`config.mk`:
```
export PLATFORM = sky130hd
export DESIGN_NAME = fsbm_sad_core_flat
export DESIGN_NICKNAME = d
export VERILOG_FILES = /design/src/rtl/fsbm_sad_core_if.sv /design/src/rtl/fsbm_sad_core.sv /design/src/flat_wrapper.sv
export SDC_FILE = /design/constraint.sdc
export NUM_CORES = 1
export LEC_CHECK = 0
export ABC_AREA = 1
export BUFFER_PORTS_ARGS = -buffer_cell sky130_fd_sc_hd__buf_2
export CORE_UTILIZATION = 55
export DETAILED_ROUTE_END_ITERATION = 7
export PLACE_DENSITY_LB_ADDON = 0.12
export SYNTH_ARGS = -nofsm -noshare
export SYNTH_HDL_FRONTEND = slang
export SYNTH_SLANG_ARGS = --single-unit
```
`constraint.sdc`:
```
create_clock -name clk -period 12.6 [get_ports clk]
set_input_delay 1.89 -clock clk [delete_from_list [all_inputs] [get_ports clk]]
set_output_delay 1.89 -clock clk [all_outputs]
set_load 0.05 [all_outputs]
```
`src/rtl/fsbm_sad_core_if.sv`:
```
// fsbm_sad_core_if -- pixel-stream and result bundle for the SAD core.
//   master : drives en_init, cur_valid/cur_pix, ref_valid/ref_pix; sees results
//   slave  : the core; consumes the streams, drives busy/done/best_sad/mv_x/mv_y
// Widths derive from the same parameters the core uses, so both ends agree.
interface fsbm_sad_core_if #(
  parameter int WORD_WIDTH = 8,
  parameter int BLK        = 4,
  parameter int SR         = 2
);
  localparam int SAD_W = WORD_WIDTH + $clog2(BLK*BLK);
  localparam int MV_W  = $clog2(SR+1) + 1;

  logic                    en_init;
  logic                    cur_valid;
  logic [WORD_WIDTH-1:0]   cur_pix;
  logic                    ref_valid;
  logic [WORD_WIDTH-1:0]   ref_pix;
  logic                    busy;
  logic                    done;
  logic [SAD_W-1:0]        best_sad;
  logic signed [MV_W-1:0]  mv_x;
  logic signed [MV_W-1:0]  mv_y;

  modport master (
    output en_init, cur_valid, cur_pix, ref_valid, ref_pix,
    input  busy, done, best_sad, mv_x, mv_y
  );
  modport slave (
    input  en_init, cur_valid, cur_pix, ref_valid, ref_pix,
    output busy, done, best_sad, mv_x, mv_y
  );
endinterface

```
`src/rtl/fsbm_sad_core.sv`:
```
// fsbm_sad_core -- full-search block-matching SAD engine.
// Loads one BLK x BLK current block, then accumulates |cur - ref| over a
// stream of (2SR+1)^2 reference candidates (dy outer, dx inner, -SR..+SR)
// and reports the minimum SAD with its motion vector.
// Ports:
//   clk  : rising-edge clock
//   rst  : synchronous active-high reset
//   bus  : fsbm_sad_core_if.slave (pixel streams in, busy/done/result out)
module fsbm_sad_core #(
  parameter int WORD_WIDTH = 8,
  parameter int BLK        = 4,
  parameter int SR         = 2
) (
  input  logic              clk,
  input  logic              rst,
  fsbm_sad_core_if.slave    bus
);
  localparam int NPIX   = BLK*BLK;
  localparam int NCAND  = (2*SR+1)*(2*SR+1);
  localparam int SAD_W  = WORD_WIDTH + $clog2(NPIX);
  localparam int MV_W   = $clog2(SR+1) + 1;
  localparam int PIX_W  = $clog2(NPIX);
  localparam int CAND_W = $clog2(NCAND);

  localparam logic [PIX_W-1:0]       PIX_LAST  = PIX_W'(NPIX-1);
  localparam logic [CAND_W-1:0]      CAND_LAST = CAND_W'(NCAND-1);
  localparam logic signed [MV_W-1:0] SR_P      = MV_W'(SR);
  localparam logic signed [MV_W-1:0] SR_N      = -SR_P;

  localparam logic [1:0] S_IDLE   = 2'd0;
  localparam logic [1:0] S_LOAD   = 2'd1;
  localparam logic [1:0] S_SEARCH = 2'd2;
  localparam logic [1:0] S_DONE   = 2'd3;

  logic [1:0]              state;
  logic [WORD_WIDTH-1:0]   cur_mem [NPIX];
  logic [PIX_W-1:0]        pix_cnt;
  logic [CAND_W-1:0]       cand_cnt;
  logic [SAD_W-1:0]        acc, best_int;
  logic signed [MV_W-1:0]  dx, dy, best_dx, best_dy;
  logic                    best_vld;
  logic [SAD_W-1:0]        best_sad_r;
  logic signed [MV_W-1:0]  mv_x_r, mv_y_r;

  // Datapath: one absolute difference per accepted reference pixel.
  logic signed [WORD_WIDTH:0] diff, mag;
  logic [WORD_WIDTH-1:0]      absd;
  logic [SAD_W-1:0]           sum;
  logic                       pix_last, cand_last, take_best;

  always_comb begin
    diff      = $signed({1'b0, cur_mem[pix_cnt]}) - $signed({1'b0, bus.ref_pix});
    mag       = diff[WORD_WIDTH] ? -diff : diff;
    absd      = mag[WORD_WIDTH-1:0];
    sum       = acc + {{(SAD_W-WORD_WIDTH){1'b0}}, absd};
    pix_last  = (pix_cnt == PIX_LAST);
    cand_last = (cand_cnt == CAND_LAST);
    // strict < keeps the first minimum in scan order
    take_best = !best_vld || (sum < best_int);
  end

  // Current-block store; only written while loading and not being restarted.
  always_ff @(posedge clk) begin
    if (state == S_LOAD && bus.cur_valid && !bus.en_init)
      cur_mem[pix_cnt] <= bus.cur_pix;
  end

  always_ff @(posedge clk) begin
    if (rst) begin
      state      <= S_IDLE;
      pix_cnt    <= '0;
      cand_cnt   <= '0;
      acc        <= '0;
      dx         <= SR_N;
      dy         <= SR_N;
      best_int   <= '0;
      best_dx    <= '0;
      best_dy    <= '0;
      best_vld   <= 1'b0;
      best_sad_r <= '0;
      mv_x_r     <= '0;
      mv_y_r     <= '0;
    end else if (bus.en_init) begin
      // Start or abort from any state. Results are untouched, so an abort
      // leaves the previous match visible; in DONE the done cycle still
      // happens because done is decoded from the current state.
      state    <= S_LOAD;
      pix_cnt  <= '0;
      cand_cnt <= '0;
      acc      <= '0;
      dx       <= SR_N;
      dy       <= SR_N;
      best_vld <= 1'b0;
    end else begin
      case (state)
        S_LOAD: if (bus.cur_valid) begin
          if (pix_cnt == PIX_LAST) begin
            pix_cnt  <= '0;
            cand_cnt <= '0;
            acc      <= '0;
            state    <= S_SEARCH;
          end else begin
            pix_cnt <= pix_cnt + PIX_W'(1);
          end
        end
        S_SEARCH: if (bus.ref_valid) begin
          if (!pix_last) begin
            acc     <= sum;
            pix_cnt <= pix_cnt + PIX_W'(1);
          end else begin
            if (take_best) begin
              best_int <= sum;
              best_dx  <= dx;
              best_dy  <= dy;
              best_vld <= 1'b1;
            end
            acc      <= '0;
            pix_cnt  <= '0;
            cand_cnt <= cand_cnt + CAND_W'(1);
            if (dx == SR_P) begin
              dx <= SR_N;
              dy <= dy + MV_W'(1);
            end else begin
              dx <= dx + MV_W'(1);
            end
            if (cand_last) begin
              // Publish the final best now so the outputs are already
              // valid during the single DONE cycle.
              best_sad_r <= take_best ? sum : best_int;
              mv_x_r     <= take_best ? dx  : best_dx;
              mv_y_r     <= take_best ? dy  : best_dy;
              state      <= S_DONE;
            end
          end
        end
        S_DONE:  state <= S_IDLE;
        default: state <= S_IDLE;
      endcase
    end
  end

  assign bus.busy     = (state == S_LOAD) || (state == S_SEARCH);
  assign bus.done     = (state == S_DONE);
  assign bus.best_sad = best_sad_r;
  assign bus.mv_x     = mv_x_r;
  assign bus.mv_y     = mv_y_r;
endmodule

```
`src/flat_wrapper.sv`:
```
// flat-port wrapper written by rule: the top's interface ports become plain ports
module fsbm_sad_core_flat 
#(
  parameter int WORD_WIDTH = 8,
  parameter int BLK        = 4,
  parameter int SR         = 2
)
  (clk, rst, bus_en_init, bus_cur_valid, bus_cur_pix, bus_ref_valid, bus_ref_pix, bus_busy, bus_done, bus_best_sad, bus_mv_x, bus_mv_y);
  fsbm_sad_core_if #(.WORD_WIDTH(WORD_WIDTH), .BLK(BLK), .SR(SR)) bus_i ();
  input  logic clk;
  input  logic rst;
  input wire logic [$bits(bus_i.en_init)-1:0] bus_en_init;
  input wire logic [$bits(bus_i.cur_valid)-1:0] bus_cur_valid;
  input wire logic [$bits(bus_i.cur_pix)-1:0] bus_cur_pix;
  input wire logic [$bits(bus_i.ref_valid)-1:0] bus_ref_valid;
  input wire logic [$bits(bus_i.ref_pix)-1:0] bus_ref_pix;
  output wire logic [$bits(bus_i.busy)-1:0] bus_busy;
  output wire logic [$bits(bus_i.done)-1:0] bus_done;
  output wire logic [$bits(bus_i.best_sad)-1:0] bus_best_sad;
  output wire logic [$bits(bus_i.mv_x)-1:0] bus_mv_x;
  output wire logic [$bits(bus_i.mv_y)-1:0] bus_mv_y;
  assign bus_i.en_init = bus_en_init;
  assign bus_i.cur_valid = bus_cur_valid;
  assign bus_i.cur_pix = bus_cur_pix;
  assign bus_i.ref_valid = bus_ref_valid;
  assign bus_i.ref_pix = bus_ref_pix;
  assign bus_busy = bus_i.busy;
  assign bus_done = bus_i.done;
  assign bus_best_sad = bus_i.best_sad;
  assign bus_mv_x = bus_i.mv_x;
  assign bus_mv_y = bus_i.mv_y;
  fsbm_sad_core #(.WORD_WIDTH(WORD_WIDTH), .BLK(BLK), .SR(SR)) u_core (.clk(clk), .rst(rst), .bus(bus_i));
endmodule
```
==> results_dict.tcl <==
set metrics [dict create \
    top_level_ports 41 \
    crit_required_ns 12.94 \
    synthesis.area_per_instance_um2 9.309 \
    crit_cells 30 \
    hpwl_um 13730 \
    grt_pass1_vias 6362 \
    number_of_buffers_and_inverters_on_the_critical_path 6 \
    synth_top_area_share_pct 39.66 \
    timing.final.max_slew_violations 0 \
    nets 1129 \
    holdPathStages 2 \
    critical-path-slowest-cell "sky130_fd_sc_hd__dfxtp_4" \
    clockRootBuffer "sky130_fd_sc_hd__clkbuf_16" \
    globalRouteOverflowTotal 0 \
    cp-start-kind "flop" \
    dpl-instance-area_um2 10030 \
    initial_antenna_violation_count 0 \
    number_of_clock_sinks 198 \
    worstHoldStart "u_core.acc[3]$_SDFFE_PP0P_" \
    critical_path.max_stage_delay_ns 1.04 \
    timing.max_cap.violations 0 \
    yosys-top-cells-area "sky130_fd_sc_hd__edfxtp_1, sky130_fd_sc_hd__dfxtp_1, sky130_fd_sc_hd__nand2_1, sky130_fd_sc_hd__inv_1, sky130_fd_sc_hd__ha_1" \
    mappedNetlistArea_um2 9691 \
    timing.slew.headroom_pct 26.56 \
    fin_crit_period_ns 6.651 \
    clock_skew_ns 0.008962 \
    yosys_register_bits 198 \
    total_of_warnings_raised_by_yosys 0 \
    proportion_of_power_drawn_by_combinational_gates_pct 15.6 \
    worstSetupEndpointType "flop" \
    cp_class "flop to flop" \
    grt.total_usage_pct 24.06 \
    fin_tns_setup_ns 0 \
    fp.dieH_um 134.7 \
    drt_drc_violations_left 0 \
    vdd_ir_drop_max_v 0.0001057 \
    critical-path-top-cell-by-count "sky130_fd_sc_hd__nand2_1" \
    setup_buffers_after_cts 0 \
    power.internal_mw 1.022 \
    run_status "finished, final reports clean" \
    clock_transition_time_at_the_flip_flop_clock_pins_of_the_worst_setup_and_hold_paths_ns 0.07 \
    drt.antenna.violating_nets 0 \
    layout.cell_area.non_filler_um2 10580 \
    mappedNetlistNets 1104 \
    sw_share_pct 28.54 \
    grt_first_pass_wirelength_um 33190 \
    post-layout-total-power_mw 1.430 \
    path_max_fanout 96 \
    max_clock_freq_ghz 0.1504 \
    insertion_delay_ns 0.44 \
    grt_setup_unrepaired "no" \
    detailroute.via_count 7009 \
    drive_gt1_share_pct 8.156 \
    min_period_over_period_pct 52.79 \
    setup-violations-final 0 \
    detailedRoute.firstPassIterationCount 5 \
    holdBufCountCts 0 \
    std_cell_rows 48 \
    power.density_cell_area_nw_per_um2 135.2 \
    tritoncts "yes" \
    portBuffers 40 \
    wl_um 20540 \
    grt_start_max_net_pins 97 \
    area_growth_syn_to_layout_pct 9.154 \
    cts_made_buffers 17 \
    vias_cell 5.375 \
    core_area_um2 17240 \
    tightest_slew_ns 1.102 \
    postSynthCellCount 1041 \
    h_tree_levels 4 \
    r2r.worst_path.cells 30 \
    post_cts_resized 0 \
    finalWeightedCongestion 0.8634 \
    timing_hold_violations_final 0 \
    wl_per_cell_um 15.75 \
    clockPowerShare_pct 35.5 \
    die_width_um 134.7 \
    arrival_worst_endpoint_ns 6.99 \
    yosysSeqAreaShare_pct 54.13 \
    power_frac_seq_pct 48.9 \
    yosys.cell_types.count 34 \
    design.die.area_um2 18150 \
    netlist.top_cell.by_area "sky130_fd_sc_hd__edfxtp_1" \
    drt-initial-drc-count 497 \
    hold_path_class "flop to flop" \
    start_util_pct 56.22 \
    netSwitchingPower_mw 0.4082 \
    cts-root-to-sink-buffers 2 \
    critPathTopFamily "simple AND/OR/NAND/NOR gates" \
    n_antenna_cell 0 \
    cellLeakagePower_nw 4.384 \
]
-- layout by cell type (no fill, tap or decap), drive strengths merged, types with 3 or more instances in the layout --
cell type  count
a21oi         79
nand4         10
ha            40
o21ai         55
o21a          20
buf           45
nand3b         4
nand3         89
xnor2          3
nand2        200
nor2          50
clkbuf        17
mux2i         32
edfxtp       128
clkinv        10
inv          169
dfxtp         70
nor3          10
xor2           9
o211ai        33
-- flip-flops by register name, summed over array words and instances, names as in the netlist, named ones only --
name and flops:
u_core.best_int 12, u_core.state 2, u_core.pix_cnt 4, u_core.dx 3, u_core.best_dy 3, u_core.cur_mem 128, u_core.cand_cnt 5, u_core.bus.mv_x 3
u_core.bus.best_sad 12, u_core.bus.mv_y 3, u_core.best_dx 3, u_core.dy 3, u_core.best_vld 1, u_core.acc 12
-- cell families (layout without fill, tap and decap cells) --
group	after synthesis	after routing	share of synthesized area, %
adders and majority gates	42	42	5.578
AOI/OAI and AO/OA	188	188	11.17
and+or+nand+nor	365	365	16.49
xor gates and xnor gates	12	12	1.085
DFF	198	198	54.13
buffers and inverters	204	242	8.251
muxes	32	32	3.305
-- power groups by stage --
stage | sequential [mW] | clock, mW | combinational, mW
after global placement | 0.714 | 0 | 0.218
after global routing | 0.700 | 0.541 | 0.255
after CTS | 0.700 | 0.514 | 0.222
after floorplan | 0.708 | 0 | 0.169
final | 0.700 | 0.508 | 0.223
after detailed placement | 0.714 | 0 | 0.221
-- metrics by stage --
| step | instances | util (%) | hold WS (ns) | setup WS [ns] |
|---|---|---|---|---|
| floorplan | 1041 | - | 0.4447 | 7.035 |
| global placement | 1272 | 58.21 | 0.4590 | 5.987 |
| detailed placement | 1272 | 58.21 | 0.4667 | 5.922 |
| CTS | 1304 | 61.37 | 0.4767 | 5.875 |
| global route | 1304 | 61.37 | 0.4932 | 5.330 |
| finish | 1304 | 61.37 | 0.4755 | 5.949 |
-- final timing paths --
| check | to | slack, ns |
|---|---|---|
| worst max register to register | u_core.bus.best_sad[9]$_SDFFE_PP0P_ | 5.95 |
| worst min register to register | u_core.acc[3]$_SDFFE_PP0P_ | 0.48 |
| worst max-delay path | u_core.bus.best_sad[9]$_SDFFE_PP0P_ | 5.95 |
| worst min-delay path | u_core.acc[3]$_SDFFE_PP0P_ | 0.48 |
-- synthesized netlist by cell type --
library cell               instances
sky130_fd_sc_hd__nand2_1         199
sky130_fd_sc_hd__inv_1           161
sky130_fd_sc_hd__edfxtp_1        128
sky130_fd_sc_hd__nand3_1          87
sky130_fd_sc_hd__a21oi_1          79
sky130_fd_sc_hd__dfxtp_1          70
sky130_fd_sc_hd__o21ai_0          53
sky130_fd_sc_hd__nor2_1           48
sky130_fd_sc_hd__ha_1             40
sky130_fd_sc_hd__o211ai_1         33
sky130_fd_sc_hd__mux2i_1          32
sky130_fd_sc_hd__clkbuf_1         22
sky130_fd_sc_hd__o21a_1           20
sky130_fd_sc_hd__buf_2            12
sky130_fd_sc_hd__nand4_1          10
sky130_fd_sc_hd__nor3_1            9
sky130_fd_sc_hd__xor2_1            9
sky130_fd_sc_hd__nand3b_1          4
sky130_fd_sc_hd__xnor2_1           3
sky130_fd_sc_hd__buf_1             2
sky130_fd_sc_hd__buf_6             2
sky130_fd_sc_hd__clkinv_1          2
sky130_fd_sc_hd__fa_1              2
sky130_fd_sc_hd__inv_2             2
sky130_fd_sc_hd__nor2_8            2
sky130_fd_sc_hd__o21ai_2           2
sky130_fd_sc_hd__buf_4             1
sky130_fd_sc_hd__nand2_2           1
sky130_fd_sc_hd__nand3_2           1
sky130_fd_sc_hd__nand3_4           1
sky130_fd_sc_hd__nor3_2            1
sky130_fd_sc_hd__nor3b_1           1
sky130_fd_sc_hd__o22ai_1           1
sky130_fd_sc_hd__or2_2             1
-- metal layers --
metal / part of all wire (%) / GRT usage [%] / vias up
li1: - / - / 3549
met1: 49 / 35.00 / 3297
met2: 45 / 37.00 / 139
met3: 4.0 / 3.303 / 24
met4: 1.5 / 8.240 / 0
met5: 0 / 0 / -
-- area by class of cell --
class | count | area (um2)
inverters | 165 | 619.3
repair buffers | 45 | 237.7
flip-flops and latches | 198 | 5249
clock inverters | 15 | 118.9
clock buffers | 17 | 425.4
multi-input cells | 639 | 3646
fillers | 1451 | 6659
well taps | 225 | 281.5
-- worst register-to-register path: cells and delay by family, from the launching register on --
kind | cells | cell delay (ns)
adders and majority gates | 5 | 1.61
buffers and inverters | 6 | 0.40
xor gates and xnor gates | 1 | 0.33
and+or+nand+nor | 11 | 2.03
AOI/OAI and AO/OA | 7 | 1.15
DFF | 1 | 1.04
Note: power is estimated with default switching activity, not from simulation.
